`config.mk`:
```
export PLATFORM = sky130hd
export DESIGN_NAME = ff_rs_force_arb
export DESIGN_NICKNAME = d
export VERILOG_FILES = /design/src/rtl/ff_rs_force_arb.sv
export SDC_FILE = /design/constraint.sdc
export NUM_CORES = 1
export LEC_CHECK = 0
export CAP_MARGIN = 30
export CELL_PAD_IN_SITES_DETAIL_PLACEMENT = 1
export CELL_PAD_IN_SITES_GLOBAL_PLACEMENT = 1
export CORE_MARGIN = 4
export CORE_UTILIZATION = 30
export DETAILED_ROUTE_END_ITERATION = 8
export GPL_TIMING_DRIVEN = 0
export HOLD_SLACK_MARGIN = 0.08
export PLACE_DENSITY = 0.69
export SYNTH_ARGS = -nofsm -noshare
export SYNTH_HDL_FRONTEND = slang
export SYNTH_SLANG_ARGS = --single-unit
```
`constraint.sdc`:
```
create_clock -name CLK -period 7.1 [get_ports CLK]
set_input_delay 0.71 -clock CLK [delete_from_list [all_inputs] [get_ports CLK]]
set_output_delay 0.71 -clock CLK [all_outputs]
set_load 0.03 [all_outputs]
```
`src/rtl/ff_rs_force_arb.sv`:
```
// ff_rs_force_arb: round-robin arbiter that issues timed active-low set/clear pulses to a bank of ff_rs flops.
// Define FF_RS_FORCE_ARB_STATUS_EN to keep a shadow of the last forced value per flop on STATUS.
module ff_rs_force_arb #(
    parameter int WIDTH        = 8,
    parameter int NREQ         = 4,
    parameter int IDX_W        = 3,
    parameter int PULSE_CYCLES = 2
) (
    input  logic                    CLK,
    input  logic                    RESET,
    input  logic [NREQ-1:0]         REQ,
    input  logic [NREQ-1:0]         REQ_SET,
    input  logic [NREQ*IDX_W-1:0]   REQ_IDX,
    output logic [NREQ-1:0]         GNT,
    output logic                    DONE,
    output logic                    ERR,
    output logic                    BUSY,
    output logic [WIDTH-1:0]        FF_R,
    output logic [WIDTH-1:0]        FF_S,
    output logic [WIDTH-1:0]        STATUS
);
    localparam int RR_W  = (NREQ > 1) ? $clog2(NREQ) : 1;
    localparam int CNT_W = (PULSE_CYCLES > 1) ? $clog2(PULSE_CYCLES) : 1;

    typedef enum logic [1:0] {
        S_INIT    = 2'd0,
        S_IDLE    = 2'd1,
        S_ASSERT  = 2'd2,
        S_RECOVER = 2'd3
    } state_t;

    state_t             state_q, state_d;
    logic [RR_W-1:0]    rr_q, rr_d;
    logic [CNT_W-1:0]   cnt_q, cnt_d;
    logic               bad_q, bad_d;
    logic [NREQ-1:0]    gnt_q, gnt_d;
    logic               done_q, done_d;
    logic               err_q, err_d;
    logic               busy_q, busy_d;
    logic [WIDTH-1:0]   ff_r_q, ff_r_d;
    logic [WIDTH-1:0]   ff_s_q, ff_s_d;

    logic [NREQ-1:0]    rot_s;
    logic               found_s;
    logic [RR_W-1:0]    pos_s, win_s, win_nxt_s;
    logic [RR_W:0]      sum_s, sum_nxt_s;
    logic               sel_set_s;
    logic [IDX_W-1:0]   sel_idx_s;
    logic               sel_bad_s;
    logic [WIDTH-1:0]   sel_mask_s;

    // Round-robin pick: rotate REQ so the pointer sits at bit 0, then take the lowest set bit.
    always_comb begin
        rot_s   = NREQ'({REQ, REQ} >> rr_q);
        found_s = |rot_s;
        pos_s   = {RR_W{1'b0}};
        for (int i = NREQ - 1; i >= 0; i--) begin
            pos_s = rot_s[i] ? RR_W'(i) : pos_s;
        end
        sum_s = {1'b0, rr_q} + {1'b0, pos_s};
        if (sum_s >= (RR_W+1)'(NREQ)) begin
            win_s = RR_W'(sum_s - (RR_W+1)'(NREQ));
        end else begin
            win_s = sum_s[RR_W-1:0];
        end
        sum_nxt_s = {1'b0, win_s} + (RR_W+1)'(1'b1);
        if (sum_nxt_s >= (RR_W+1)'(NREQ)) begin
            win_nxt_s = {RR_W{1'b0}};
        end else begin
            win_nxt_s = sum_nxt_s[RR_W-1:0];
        end
        sel_set_s = 1'b0;
        sel_idx_s = {IDX_W{1'b0}};
        for (int j = 0; j < NREQ; j++) begin
            sel_set_s = (win_s == RR_W'(j)) ? REQ_SET[j] : sel_set_s;
            sel_idx_s = (win_s == RR_W'(j)) ? REQ_IDX[j*IDX_W +: IDX_W] : sel_idx_s;
        end
        sel_bad_s  = ({1'b0, sel_idx_s} >= (IDX_W+1)'(WIDTH));
        sel_mask_s = WIDTH'(1'b1) << sel_idx_s;
    end

    // Next-state and registered-output decode; REQ is only looked at in IDLE.
    always_comb begin
        state_d = state_q;
        rr_d    = rr_q;
        cnt_d   = cnt_q;
        bad_d   = bad_q;
        gnt_d   = {NREQ{1'b0}};
        done_d  = 1'b0;
        err_d   = 1'b0;
        ff_r_d  = ff_r_q;
        ff_s_d  = ff_s_q;
        case (state_q)
            S_INIT: begin
                state_d = S_IDLE;
                ff_r_d  = {WIDTH{1'b1}};
                ff_s_d  = {WIDTH{1'b1}};
            end
            S_IDLE: begin
                if (found_s) begin
                    gnt_d = NREQ'(1'b1) << win_s;
                    rr_d  = win_nxt_s;
                    cnt_d = {CNT_W{1'b0}};
                    bad_d = sel_bad_s;
                    if (sel_bad_s) begin
                        state_d = S_RECOVER;
                    end else if (sel_set_s) begin
                        state_d = S_ASSERT;
                        ff_s_d  = ~sel_mask_s;
                    end else begin
                        state_d = S_ASSERT;
                        ff_r_d  = ~sel_mask_s;
                    end
                end else begin
                    state_d = S_IDLE;
                end
            end
            S_ASSERT: begin
                if (cnt_q == CNT_W'(PULSE_CYCLES - 1)) begin
                    state_d = S_RECOVER;
                    ff_r_d  = {WIDTH{1'b1}};
                    ff_s_d  = {WIDTH{1'b1}};
                end else begin
                    cnt_d = cnt_q + CNT_W'(1'b1);
                end
            end
            S_RECOVER: begin
                state_d = S_IDLE;
                done_d  = 1'b1;
                err_d   = bad_q;
                bad_d   = 1'b0;
            end
            default: begin
                state_d = S_INIT;
                ff_r_d  = {WIDTH{1'b1}};
                ff_s_d  = {WIDTH{1'b1}};
            end
        endcase
        busy_d = (state_d != S_IDLE);
    end

    // State and output registers; reset clears the bank (R low, S high).
    always_ff @(posedge CLK or posedge RESET) begin
        if (RESET) begin
            state_q <= S_INIT;
            rr_q    <= {RR_W{1'b0}};
            cnt_q   <= {CNT_W{1'b0}};
            bad_q   <= 1'b0;
            gnt_q   <= {NREQ{1'b0}};
            done_q  <= 1'b0;
            err_q   <= 1'b0;
            busy_q  <= 1'b1;
            ff_r_q  <= {WIDTH{1'b0}};
            ff_s_q  <= {WIDTH{1'b1}};
        end else begin
            state_q <= state_d;
            rr_q    <= rr_d;
            cnt_q   <= cnt_d;
            bad_q   <= bad_d;
            gnt_q   <= gnt_d;
            done_q  <= done_d;
            err_q   <= err_d;
            busy_q  <= busy_d;
            ff_r_q  <= ff_r_d;
            ff_s_q  <= ff_s_d;
        end
    end

`ifdef FF_RS_FORCE_ARB_STATUS_EN
    logic [WIDTH-1:0] status_q, status_d;

    // Shadow of the forced value, updated on the grant that enters ASSERT.
    always_comb begin
        if (state_q == S_IDLE && found_s && !sel_bad_s) begin
            status_d = (status_q & ~sel_mask_s) | (sel_set_s ? sel_mask_s : {WIDTH{1'b0}});
        end else begin
            status_d = status_q;
        end
    end

    // Shadow register.
    always_ff @(posedge CLK or posedge RESET) begin
        if (RESET) begin
            status_q <= {WIDTH{1'b0}};
        end else begin
            status_q <= status_d;
        end
    end

    assign STATUS = status_q;
`else
    assign STATUS = {WIDTH{1'b0}};
`endif

    assign GNT  = gnt_q;
    assign DONE = done_q;
    assign ERR  = err_q;
    assign BUSY = busy_q;
    assign FF_R = ff_r_q;
    assign FF_S = ff_s_q;

endmodule

```
==> results.yml <==
outcome:
  status: "complete, no violations"
grt:
  grt_pass1_vias: 1351
  busiest_layer: "met2"
  antenna_found_initial: 0
  grt_pass1_wl_um: 6320
  grt_max_degree: 18
  grt_use_met2: 0.1947
  grt.met1_usage: 0.1623
  grt_overflow: 0
  gr-usage-met3: 0.02522
  grtUsageTotal: 0.1220
logic_synthesis:
  yosysUniqueCellTypes: 44
  yosys.area_share.simple: 0.1580
  synth_flop_cell: "dfrtp_1"
  ys_async_sr_fraction: 1.000
  synth_compound_area_frac: 0.1319
  netlist_area_um2: 1632
  synth_top_family_by_area: "simple AND/OR/NAND/NOR gates"
  synth_adder_area_share: 0.07669
  ys_seq_area_frac: 0.4210
  ys_ff_latch: 27
  avgSynthCellArea_um2: 10.39
  syn_inst: 157
  synthMuxAreaShare: 0.1219
  yosys.area_share.xor_xnor: 0.01610
  ys_warn_count: 0
  synth-edff-count: 0
placed_design:
  dp_slack_ns: 2.705
  gp_congestion: 0.6831
  hpwl_um: 3138
  port_buffers: 43
sta:
  fmax_ghz: 0.2458
  fin_ws_ns: 3.031
  rsz0062_at_grt: "no"
  fin_skew_ns: 0.005894
  hold_viol_final: 0
  finalCriticalPeriod_ns: 4.069
  drv_slew: 0
  max_slew_margin: 0.5947
  period_share: 0.5731
  setup_tns_ns: 0
  worst_pin_slew_ns: 0.6052
  setup_viol: 0
detailed_routing:
  avgViaCountPerCell: 4.558
  drt-total-wl_um: 3924
  postRouteAntennaNets: 0
  dr.pass1.iters: 4
  detail_route.wl_per_cell_um: 13.87
  drcViolationCount: 0
  vias: 1290
  drtIter0Drc: 39
floorplan:
  io_pins: 53
  coreArea_um2: 5205
  initial_core_util: 0.3135
  die_height_um: 81.75
  fp.dieW_um: 81.75
  rows: 26
  dieArea_um2: 6682
power_and_ir_drop:
  clkPwrFrac: 0.078
  switchingPower_uw: 567.1
  internal-power_uw: 608.2
  irDropWorstVdd_mv: 0.1691
  powerDensity_nw_per_um2: 521.0
  p_comb_frac: 0.703
  sw_frac_of_total: 0.4825
  p_leak_nw: 0.9304
  power_frac_seq: 0.219
clock_network:
  holdBufCountCts: 0
  htreeDepth: 1
  clock-root-buffer: "clkbuf_8"
  clk_pin_slew_ns: 0.10
  post-cts-setup-buffer-count: 0
  cts.sinks: 27
  clk_latency_ns: 0.28
  clockBufferDepth: 2
  cts_buffers: 3
  tritoncts: "yes"
  cts_resized: 0
critical_path:
  critical_path_class: "input port to flop"
  r2r_start: "rr_q[0]"
  critPathMaxStageDelay_ns: 0.56
  r2r_end: "FF_R[7]"
  worstPathMaxFanout: 9
  crit_arrival_ns: 4.24
  slowest_stage: "clkdlybuf4s50_1"
  endpoint_kind: "flop"
  crit_top_cell: "ha_1"
  crit_chain: "clkdlybuf4s50_1, inv_1, o311ai_0, o21ai_0, o221ai_1, ha_1, xor2_1, xnor2_1, ha_1, nand3b_1, a221oi_2, or3b_1, a21oi_4, mux2_2"
  rr_worst_depth: 14
  r2r_setup_slack_ns: 3.38
  start_kind: "input port"
  critical_path_required_ns: 7.28
finish:
  final_common_cell: "clkdlybuf4s50_1"
  layout-drive-gt1-share: 0.2113
  final_core_util: 0.4334
  fin_nets: 246
  num_antenna_cells: 0
  area_growth_pct: 38.27
  final_cell_mix: "clkdlybuf4s50_1 (43), dfrtp_1 (18), nand2_1 (15), mux2_2 (15)"
worst_hold_path:
  holdPathStages: 2
  holdCritStartpoint: "FF_S[5]"
  hp-class: "flop to flop"
  min_to: "FF_S[5]"
job:
  maxCapViolations: 0
-- flip-flops by register name, indices dropped and copies added, names as in the netlist --
name     cells
GNT          4
rr_q         2
cnt_q        1
state_q      2
FF_R         8
DONE         1
BUSY         1
FF_S         8
-- how the worst max path moves through the flow --
| stage | depth (start not counted) | end | from |
|---|---|---|---|
| 2_1_floorplan | 13 | FF_R[0] | REQ[3] |
| 3_3_place_gp | 14 | FF_R[0] | REQ[3] |
| 3_5_place_dp | 14 | FF_R[7] | REQ[3] |
| 4_1_cts | 14 | FF_R[7] | REQ[3] |
| 5_1_grt | 15 | FF_R[1] | REQ[3] |
| 6_report | 14 | FF_R[7] | REQ[3] |
-- layout make-up --
class                           count  area, µm²
Buffer                             12      80.08
Tap cell                           70      87.58
Multi-Input combinational cell    116      857.1
Fill cell                         612       2949
Timing Repair Buffer               44      457.9
Inverter                           10      37.54
Clock buffer                        3      41.29
Clock inverter                      1      7.507
Sequential cell                    27      686.9
-- Yosys cell counts, drive strengths merged (2+ instances only) --
| cell | instances | area share |
|---|---|---|
| o22ai | 2 | 0.0077 |
| a21oi | 4 | 0.019 |
| buf | 10 | 0.044 |
| nand4 | 2 | 0.0077 |
| o21ai | 7 | 0.024 |
| o211ai | 2 | 0.0092 |
| ha | 10 | 0.077 |
| clkbuf | 2 | 0.0046 |
| nand3 | 4 | 0.012 |
| and3 | 5 | 0.019 |
| dfstp | 9 | 0.14 |
| nand2b | 3 | 0.012 |
| mux2i | 3 | 0.018 |
| nor2 | 6 | 0.014 |
| nand2 | 16 | 0.038 |
| nand3b | 5 | 0.023 |
| nor2b | 3 | 0.012 |
| dfrtp | 18 | 0.28 |
| mux2 | 15 | 0.10 |
| inv | 10 | 0.023 |
| xor2 | 2 | 0.011 |
-- power groups by stage --
stage                     Combinational [mW]  Sequential (mW)  Clock (mW)
after floorplan                        0.523            0.338           0
after global placement                 0.818            0.260           0
after detailed placement               0.837            0.261           0
after CTS                              0.842            0.258      0.0945
after global routing                   0.920            0.264       0.102
final                                  0.827            0.257      0.0914
-- worst max-delay path: cells and delay by family --
kind,cells,cell delay (ns)
xor+xnor,2,0.42
compound gates,5,0.90
mux,1,0.38
fa+ha+maj,2,0.56
buf+inv,2,0.67
simple gates,2,0.60
-- cell families after synthesis --
logic type                 Yosys count
buffers and inverters               22
AOI/OAI and AO/OA                   27
DFF                                 27
xor gates and xnor gates             3
and+or+nand+nor                     49
other                                1
adders and majority gates           10
muxes                               18
-- per-layer routing --
layer	wire length, µm	vias to the layer above	part of all wire
met3	208	5	0.053
met4	64	0	0.016
met2	1771	31	0.45
met5	0	-	0
li1	-	647	-
met1	1880	607	0.48
-- metrics by stage --
| step | total power [mW] | hold WS [ns] | std cells | area [µm²] |
|---|---|---|---|---|
| 6_report | 1.175 | 0.4826 | 283 | 2256 |
| 5_1_grt | 1.286 | 0.5220 | 283 | 2256 |
| 3_5_place_dp | 1.099 | 0.4749 | 279 | 2207 |
| 4_1_cts | 1.194 | 0.4896 | 283 | 2256 |
| 3_3_place_gp | 1.078 | 0.4708 | 278 | 2180 |
| 2_1_floorplan | 0.8612 | 0.5004 | 165 | 1662 |
No activity file was read; power rests on OpenSTA's default activity.
